==> src/rtl/emif_lb_arbiter_pkg.sv <==
// Shared widths and arbiter state encoding for the linebuffer EMIF arbiter.
package emif_arb_pkg;

  localparam int EMIF_MAXBURST = 32;
  localparam int EMIF_ADDR_W   = 28;
  localparam int EMIF_DATA_W   = 256;
  localparam int EMIF_BC_W     = 6;
  localparam int RD_CNT_W      = 7;

  typedef enum logic [1:0] {
    ARB_IDLE     = 2'd0,
    ARB_RD_CMD   = 2'd1,
    ARB_WR_BURST = 2'd2
  } arb_state_e;

endpackage

==> src/rtl/emif_lb_arbiter_if.sv <==
// Avalon-MM style burst port; the same bundle serves the two slave ports and the bridge master port.
interface emif_lb_arbiter_if;
  import emif_arb_pkg::*;

  logic [EMIF_ADDR_W-1:0] addr;
  logic                   read;
  logic                   write;
  logic [EMIF_DATA_W-1:0] wdata;
  logic [EMIF_BC_W-1:0]   burstcount;
  logic                   waitrequest;
  logic [EMIF_DATA_W-1:0] rdata;
  logic                   readdatavalid;

  modport master (
    output addr, read, write, wdata, burstcount,
    input  waitrequest, rdata, readdatavalid
  );

  modport slave (
    input  addr, read, write, wdata, burstcount,
    output waitrequest, rdata, readdatavalid
  );

endinterface

==> src/rtl/emif_lb_arbiter_rd_tracker.sv <==
// Outstanding read-beat counter with admission compare and sticky underflow flag.
module emif_rd_tracker
  import emif_arb_pkg::*;
#(
  parameter int MAX_RD_BEATS = 64
) (
  input  logic                 emif_br_clk,
  input  logic                 reset_n,
  input  logic                 cmd_accept,
  input  logic [EMIF_BC_W-1:0] req_bc,
  input  logic                 readdatavalid,
  output logic [RD_CNT_W-1:0]  outstanding,
  output logic                 req_fits,
  output logic                 err_underflow
);

  localparam logic [RD_CNT_W:0] BEAT_LIMIT = (RD_CNT_W + 1)'(MAX_RD_BEATS);

  logic [RD_CNT_W:0]   req_sum;
  logic [RD_CNT_W-1:0] add_beats;
  logic [RD_CNT_W-1:0] cnt_nxt;
  logic                underflow;

  assign req_sum   = {1'b0, outstanding} + {{(RD_CNT_W + 1 - EMIF_BC_W){1'b0}}, req_bc};
  assign req_fits  = (req_sum <= BEAT_LIMIT);
  assign add_beats = cmd_accept ? {{(RD_CNT_W - EMIF_BC_W){1'b0}}, req_bc} : '0;
  assign underflow = readdatavalid && (outstanding == '0);

  // A stray return beat at zero is flagged and dropped rather than wrapping the count.
  always_comb begin
    cnt_nxt = outstanding + add_beats;
    if (readdatavalid && !underflow) begin
      cnt_nxt = cnt_nxt - RD_CNT_W'(1);
    end
  end

  always_ff @(posedge emif_br_clk or negedge reset_n) begin
    if (!reset_n) begin
      outstanding   <= '0;
      err_underflow <= 1'b0;
    end else begin
      outstanding <= cnt_nxt;
      if (underflow) begin
        err_underflow <= 1'b1;
      end
    end
  end

endmodule

==> src/rtl/emif_lb_arbiter.sv <==
// Read-priority arbiter sharing one EMIF bridge port between linebuffer write and read masters.
//   state    | meaning
//   IDLE     | no grant; both slaves stalled
//   RD_CMD   | read master owns the port for one command
//   WR_BURST | write master owns the port until its last beat is accepted
module emif_lb_arbiter
  import emif_arb_pkg::*;
#(
  parameter int WR_STARVE_LIMIT = 2,
  parameter int MAX_RD_BEATS    = 64
) (
  input  logic                    emif_br_clk,
  input  logic                    reset_n,
  emif_lb_arbiter_if.slave        wr,
  emif_lb_arbiter_if.slave        rd,
  emif_lb_arbiter_if.master       m,
  output logic [RD_CNT_W-1:0]     rd_outstanding
);

  localparam logic [1:0] IDLE     = ARB_IDLE;
  localparam logic [1:0] RD_CMD   = ARB_RD_CMD;
  localparam logic [1:0] WR_BURST = ARB_WR_BURST;

  localparam int                  STREAK_W   = $clog2(WR_STARVE_LIMIT + 1);
  localparam logic [STREAK_W-1:0] STREAK_MAX = STREAK_W'(WR_STARVE_LIMIT);

  logic [1:0]           state;
  logic [STREAK_W-1:0]  rd_streak;
  logic [EMIF_BC_W-1:0] beats_left;
  logic                 wr_pend_at_grant;
  logic                 rd_fits;
  logic                 rq_r;
  logic                 rq_w;
  logic                 rd_cmd_accept;
  logic                 wr_beat;
  logic                 err_underflow;
  logic                 unused_sink;

  assign rq_r = rd.read && (rd.burstcount != '0) && rd_fits;
  assign rq_w = wr.write && (wr.burstcount != '0);

  assign rd_cmd_accept = (state == RD_CMD) && rd.read && !m.waitrequest;
  assign wr_beat       = (state == WR_BURST) && wr.write && !m.waitrequest;

  emif_rd_tracker #(
    .MAX_RD_BEATS (MAX_RD_BEATS)
  ) u_rd_tracker (
    .emif_br_clk   (emif_br_clk),
    .reset_n       (reset_n),
    .cmd_accept    (rd_cmd_accept),
    .req_bc        (rd.burstcount),
    .readdatavalid (m.readdatavalid),
    .outstanding   (rd_outstanding),
    .req_fits      (rd_fits),
    .err_underflow (err_underflow)
  );

  always_ff @(posedge emif_br_clk or negedge reset_n) begin
    if (!reset_n) begin
      state            <= IDLE;
      rd_streak        <= '0;
      beats_left       <= '0;
      wr_pend_at_grant <= 1'b0;
    end else begin
      case (state)
        IDLE: begin
          // Reads win unless a pending write has already waited out its streak.
          if (rq_r && (!rq_w || (rd_streak < STREAK_MAX))) begin
            state            <= RD_CMD;
            wr_pend_at_grant <= rq_w;
          end else if (rq_w) begin
            state      <= WR_BURST;
            beats_left <= wr.burstcount;
          end
        end
        RD_CMD: begin
          if (!m.waitrequest) begin
            state <= IDLE;
            if (wr_pend_at_grant && (rd_streak < STREAK_MAX)) begin
              rd_streak <= rd_streak + STREAK_W'(1);
            end
          end
        end
        WR_BURST: begin
          if (wr_beat) begin
            beats_left <= beats_left - EMIF_BC_W'(1);
            if (beats_left == EMIF_BC_W'(1)) begin
              state     <= IDLE;
              rd_streak <= '0;
            end
          end
        end
        default: state <= IDLE;
      endcase
    end
  end

  always_comb begin
    m.read         = 1'b0;
    m.write        = 1'b0;
    m.addr         = '0;
    m.wdata        = '0;
    m.burstcount   = '0;
    wr.waitrequest = 1'b1;
    rd.waitrequest = 1'b1;
    case (state)
      RD_CMD: begin
        m.read         = rd.read;
        m.addr         = rd.addr;
        m.burstcount   = rd.burstcount;
        rd.waitrequest = m.waitrequest;
      end
      WR_BURST: begin
        m.write        = wr.write;
        m.addr         = wr.addr;
        m.wdata        = wr.wdata;
        m.burstcount   = wr.burstcount;
        wr.waitrequest = m.waitrequest;
      end
      default: ;
    endcase
  end

  assign rd.rdata         = m.rdata;
  assign rd.readdatavalid = m.readdatavalid;
  assign wr.rdata         = '0;
  assign wr.readdatavalid = 1'b0;

  // Slave-side fields with no meaning on their port, plus the debug-only underflow flag.
  assign unused_sink = ^{wr.read, rd.write, rd.wdata, err_underflow};

endmodule

==> src/flat_wrapper.sv <==
// flat-port wrapper written by rule: the top's interface ports become plain ports
module emif_lb_arbiter_flat import emif_arb_pkg::*;
#(
  parameter int WR_STARVE_LIMIT = 2,
  parameter int MAX_RD_BEATS    = 64
)
  (emif_br_clk, reset_n, rd_outstanding, wr_addr, wr_read, wr_write, wr_wdata, wr_burstcount, wr_waitrequest, wr_rdata, wr_readdatavalid, rd_addr, rd_read, rd_write, rd_wdata, rd_burstcount, rd_waitrequest, rd_rdata, rd_readdatavalid, m_addr, m_read, m_write, m_wdata, m_burstcount, m_waitrequest, m_rdata, m_readdatavalid);
  emif_lb_arbiter_if wr_i ();
  emif_lb_arbiter_if rd_i ();
  emif_lb_arbiter_if m_i ();
  input  logic emif_br_clk;
  input  logic reset_n;
  output logic [RD_CNT_W-1:0] rd_outstanding;
  input wire logic [$bits(wr_i.addr)-1:0] wr_addr;
  input wire logic [$bits(wr_i.read)-1:0] wr_read;
  input wire logic [$bits(wr_i.write)-1:0] wr_write;
  input wire logic [$bits(wr_i.wdata)-1:0] wr_wdata;
  input wire logic [$bits(wr_i.burstcount)-1:0] wr_burstcount;
  output wire logic [$bits(wr_i.waitrequest)-1:0] wr_waitrequest;
  output wire logic [$bits(wr_i.rdata)-1:0] wr_rdata;
  output wire logic [$bits(wr_i.readdatavalid)-1:0] wr_readdatavalid;
  input wire logic [$bits(rd_i.addr)-1:0] rd_addr;
  input wire logic [$bits(rd_i.read)-1:0] rd_read;
  input wire logic [$bits(rd_i.write)-1:0] rd_write;
  input wire logic [$bits(rd_i.wdata)-1:0] rd_wdata;
  input wire logic [$bits(rd_i.burstcount)-1:0] rd_burstcount;
  output wire logic [$bits(rd_i.waitrequest)-1:0] rd_waitrequest;
  output wire logic [$bits(rd_i.rdata)-1:0] rd_rdata;
  output wire logic [$bits(rd_i.readdatavalid)-1:0] rd_readdatavalid;
  output wire logic [$bits(m_i.addr)-1:0] m_addr;
  output wire logic [$bits(m_i.read)-1:0] m_read;
  output wire logic [$bits(m_i.write)-1:0] m_write;
  output wire logic [$bits(m_i.wdata)-1:0] m_wdata;
  output wire logic [$bits(m_i.burstcount)-1:0] m_burstcount;
  input wire logic [$bits(m_i.waitrequest)-1:0] m_waitrequest;
  input wire logic [$bits(m_i.rdata)-1:0] m_rdata;
  input wire logic [$bits(m_i.readdatavalid)-1:0] m_readdatavalid;
  assign wr_i.addr = wr_addr;
  assign wr_i.read = wr_read;
  assign wr_i.write = wr_write;
  assign wr_i.wdata = wr_wdata;
  assign wr_i.burstcount = wr_burstcount;
  assign wr_waitrequest = wr_i.waitrequest;
  assign wr_rdata = wr_i.rdata;
  assign wr_readdatavalid = wr_i.readdatavalid;
  assign rd_i.addr = rd_addr;
  assign rd_i.read = rd_read;
  assign rd_i.write = rd_write;
  assign rd_i.wdata = rd_wdata;
  assign rd_i.burstcount = rd_burstcount;
  assign rd_waitrequest = rd_i.waitrequest;
  assign rd_rdata = rd_i.rdata;
  assign rd_readdatavalid = rd_i.readdatavalid;
  assign m_addr = m_i.addr;
  assign m_read = m_i.read;
  assign m_write = m_i.write;
  assign m_wdata = m_i.wdata;
  assign m_burstcount = m_i.burstcount;
  assign m_i.waitrequest = m_waitrequest;
  assign m_i.rdata = m_rdata;
  assign m_i.readdatavalid = m_readdatavalid;
  emif_lb_arbiter #(.WR_STARVE_LIMIT(WR_STARVE_LIMIT), .MAX_RD_BEATS(MAX_RD_BEATS)) u_core (.emif_br_clk(emif_br_clk), .reset_n(reset_n), .wr(wr_i), .rd(rd_i), .m(m_i), .rd_outstanding(rd_outstanding));
endmodule
==> config.mk <==
export PLATFORM = sky130hd
export DESIGN_NAME = emif_lb_arbiter_flat
export DESIGN_NICKNAME = d
export VERILOG_FILES = /design/src/rtl/emif_lb_arbiter_pkg.sv /design/src/rtl/emif_lb_arbiter_if.sv /design/src/rtl/emif_lb_arbiter_rd_tracker.sv /design/src/rtl/emif_lb_arbiter.sv /design/src/flat_wrapper.sv
export SDC_FILE = /design/constraint.sdc
export NUM_CORES = 1
export LEC_CHECK = 0
export CAP_MARGIN = 20
export CORE_AREA = 8 8 649 651
export CTS_CLUSTER_DIAMETER = 120
export DETAILED_ROUTE_END_ITERATION = 6
export DIE_AREA = 0 0 657 659
export SLEW_MARGIN = 15
export SYNTH_ARGS = -nofsm -noshare
export SYNTH_HDL_FRONTEND = slang
export SYNTH_SLANG_ARGS = --single-unit
export TNS_END_PERCENT = 100
==> constraint.sdc <==
create_clock -name emif_br_clk -period 3.3 [get_ports emif_br_clk]
set_input_delay 0.99 -clock emif_br_clk [delete_from_list [all_inputs] [get_ports emif_br_clk]]
set_output_delay 0.99 -clock emif_br_clk [all_outputs]
set_load 0.005 [all_outputs]
==> impl_metrics.yaml <==
worst_setup_path:
  path_delay_family: "buffers and inverters"
  endpoint_kind: "output pin"
  cp_max_fo: 1
  cp-start-kind: "input pin"
  required_ns: 2.31
  cp.arrival_ns: 2.27
  slowest_delay_ns: 0.65
  cpMostUsedCell: "clkdlybuf4s50_1"
  critical_path_class: "in2out"
  crit_buf_inv: 2
  path_cells: "clkdlybuf4s50_1, and2_1, clkdlybuf4s50_1"
  cpMaxStageDelayCell: "clkdlybuf4s50_1"
clock_network:
  cts-htree-levels: 1
  cts-root-buf: "clkbuf_16"
  insertion_delay_ns: 0.28
  clk_pin_slew_ns: 0.06
  clockBufferDepth: 2
  cts_hold_buf: 0
  cts_tree: "built"
  numCtsBuffers: 3
  cts.sinks: 18
floorplan:
  die_w_um: 657
  rows: 236
  ios: 1659
  coreArea_um2: 411000
  die_area_um2: 433000
  start_util_pct: 1.88
  die_h_um: 659
cells_and_area:
  drive_gt1_share_pct: 24.6
  final_cell_mix: "clkdlybuf4s50_1 (374), and2_1 (261), conb_1 (257), buf_12 (216), buf_4 (102)"
  fin_nets: 2339
  area_growth_pct: 169
  layout_commonest_cell: "clkdlybuf4s50_1"
  fillers: 48600
  fin_util_pct: 5.06
  regArea_um2: 450
  multi_input_area_um2: 4270
global_routing:
  grt_usage_pct: 12.2
  grt_pass1_wl_um: 294000
  grt_max_degree: 68
  antenna_found_initial: 272
  gr-total-overflow: 0
  grt_pass1_vias: 8537
synthesis:
  synth-seq-cells: 18
  yosysUniqueCellTypes: 57
  synthCells: 1069
  syn_area_um2: 7730
  synth-warning-count: 0
  yosysSeqAreaShare_pct: 5.82
  syn_avg_cell_area_um2: 7.24
  yosysTopAreaCell: "buf_4"
  synth_area_leaders: "buf_4 (50%), and2_1 (21%), dfrtp_1 (5.8%)"
  async_flop_share_pct: 100
  synth_edf_count: 0
  synth-main-ff-cell: "dfrtp_1"
  synth_top_area_share_pct: 49.9
place:
  gp_congestion: 0.738
  dp_hpwl_um: 270000
  port_buffers: 631
route:
  wl_um: 275000
  wl_per_cell_um: 39.4
  ant_nets: 0
  via_count: 9227
  drt-vias-per-instance: 1.32
  drc: 0
  drt_iter0_markers: 427
  first_pass_iters: 7
timing:
  setup-violations-final: 0
  skew_ns: 0.00380
  max_slew_margin_pct: 33.3
  timing.setup.tns_ns: 0
  clock.fmax_ghz: 0.307
  hold_slack_ns: 0.561
  slew_violations: 0
  rsz0062_at_grt: "yes"
  post-route-period-util_pct: 98.6
  final.min_clock_period_ns: 3.26
  hold_viol: 0
  worst_pin_slew_ns: 0.998
run_status:
  status: "finished clean"
pwr:
  powerDensity_nw_per_um2: 521
  irDropWorstVdd_mv: 0.340
  static-leakage-power_uw: 0.00635
worst_hold_path:
  hp-class: "reg2reg"
job:
  max_cap_violations: 0
-- worst paths after layout --
kind | start | end | cells after the start | slack, ns
min | u_core.beats_left[1] | u_core.beats_left[1] | 2 | 0.56
max | wr_wdata[219] | m_wdata[219] | 3 | 0.04
max reg2reg | u_core.state[1] | u_core.u_rd_tracker.outstanding[6] | 13 | 0.52
min in group asynchronous | reset_n | u_core.u_rd_tracker.outstanding[3] | 1 | 1.26
max in group asynchronous | reset_n | u_core.rd_streak[0] | 1 | 1.43
min reg2reg | u_core.beats_left[1] | u_core.beats_left[1] | 2 | 0.56
-- power breakdown --
part	leakage [µW]	internal, µW	total (µW)	switching (µW)
Sequential	0.000214	334	520	186
Clock	0.0000445	184	276	91.9
Combinational	0.00609	4750	10000	5290
-- registers in the layout, indices dropped and copies added, names as in the netlist --
| register | count |
|---|---|
| u_core.beats_left | 6 |
| u_core.rd_streak | 2 |
| u_core.state | 2 |
| u_core.u_rd_tracker.outstanding | 7 |
| u_core.wr_pend_at_grant | 1 |
-- cell usage after synthesis, types with 3 or more instances --
library cell,number
a21oi_1,13
a22oi_1,35
and2_1,262
buf_4,514
clkbuf_1,40
dfrtp_1,18
ha_1,18
inv_1,16
mux2i_1,3
nand2_1,7
nand2b_1,3
nand3_1,5
nor2_1,23
nor2b_1,34
nor3_1,5
nor4_1,3
o21ai_0,11
xnor2_1,8
xor2_1,5
-- cell families (layout without fill, tap and decap cells) --
| kind of cell | count (synthesis) | count (layout) | share of synthesized area (%) |
|---|---|---|---|
| other | 1 | 303 | 0.0485 |
| xor gates and xnor gates | 13 | 13 | 1.47 |
| buffers and inverters | 574 | 723 | 52.9 |
| DFF | 18 | 18 | 5.82 |
| and+or+nand+nor | 360 | 360 | 28.5 |
| adders and majority gates | 20 | 20 | 3.43 |
| muxes | 4 | 4 | 0.534 |
| AOI/OAI and AO/OA | 79 | 79 | 7.31 |
-- final cells by class --
type | instances | area share [%]
well taps | 5474 | 32.9
diodes | 46 | 0.553
inverters | 17 | 0.307
flip-flops and latches | 18 | 2.16
clock buffers | 4 | 0.427
multi-input cells | 733 | 20.5
repair buffers | 702 | 43.1
-- metal layers --
metal / wire, µm / track usage, % / part of all wire (%)
met1: 55200 / 6.64 / 20
met2: 131000 / 21.0 / 48
met3: 83700 / 18.2 / 30
met4: 3630 / 0.919 / 1.3
met5: 1720 / 0.548 / 0.63
-- what timing repair did --
| action | 4_1_cts | 5_1_grt |
|---|---|---|
| setup buffers | 4 | 0 |
| pin swaps | 10 | 3 |
| gates resized for setup | 26 | 10 |
| endpoints found under the setup margin | 35 | 13 |
| gates cloned | 0 | 1 |
-- through the flow --
step	std cells	power [µW]	worst slack (ns)	cell area [µm²]
after floorplan	1325	3070	0.113	8700
after CTS	6947	11500	-0.0565	20600
final	6994	10800	0.0447	20800
after global placement	6939	11100	-0.721	20400
after detailed placement	6939	11100	-0.759	20400
after global routing	6955	11700	-0.0179	20700
-- worst min-delay path: stages, from the launching register on --
cell and delay [ns]:
dfrtp_1 0.36, nor2_1 0.06, a21oi_1 0.10
No activity file was read; power rests on OpenSTA's default activity.
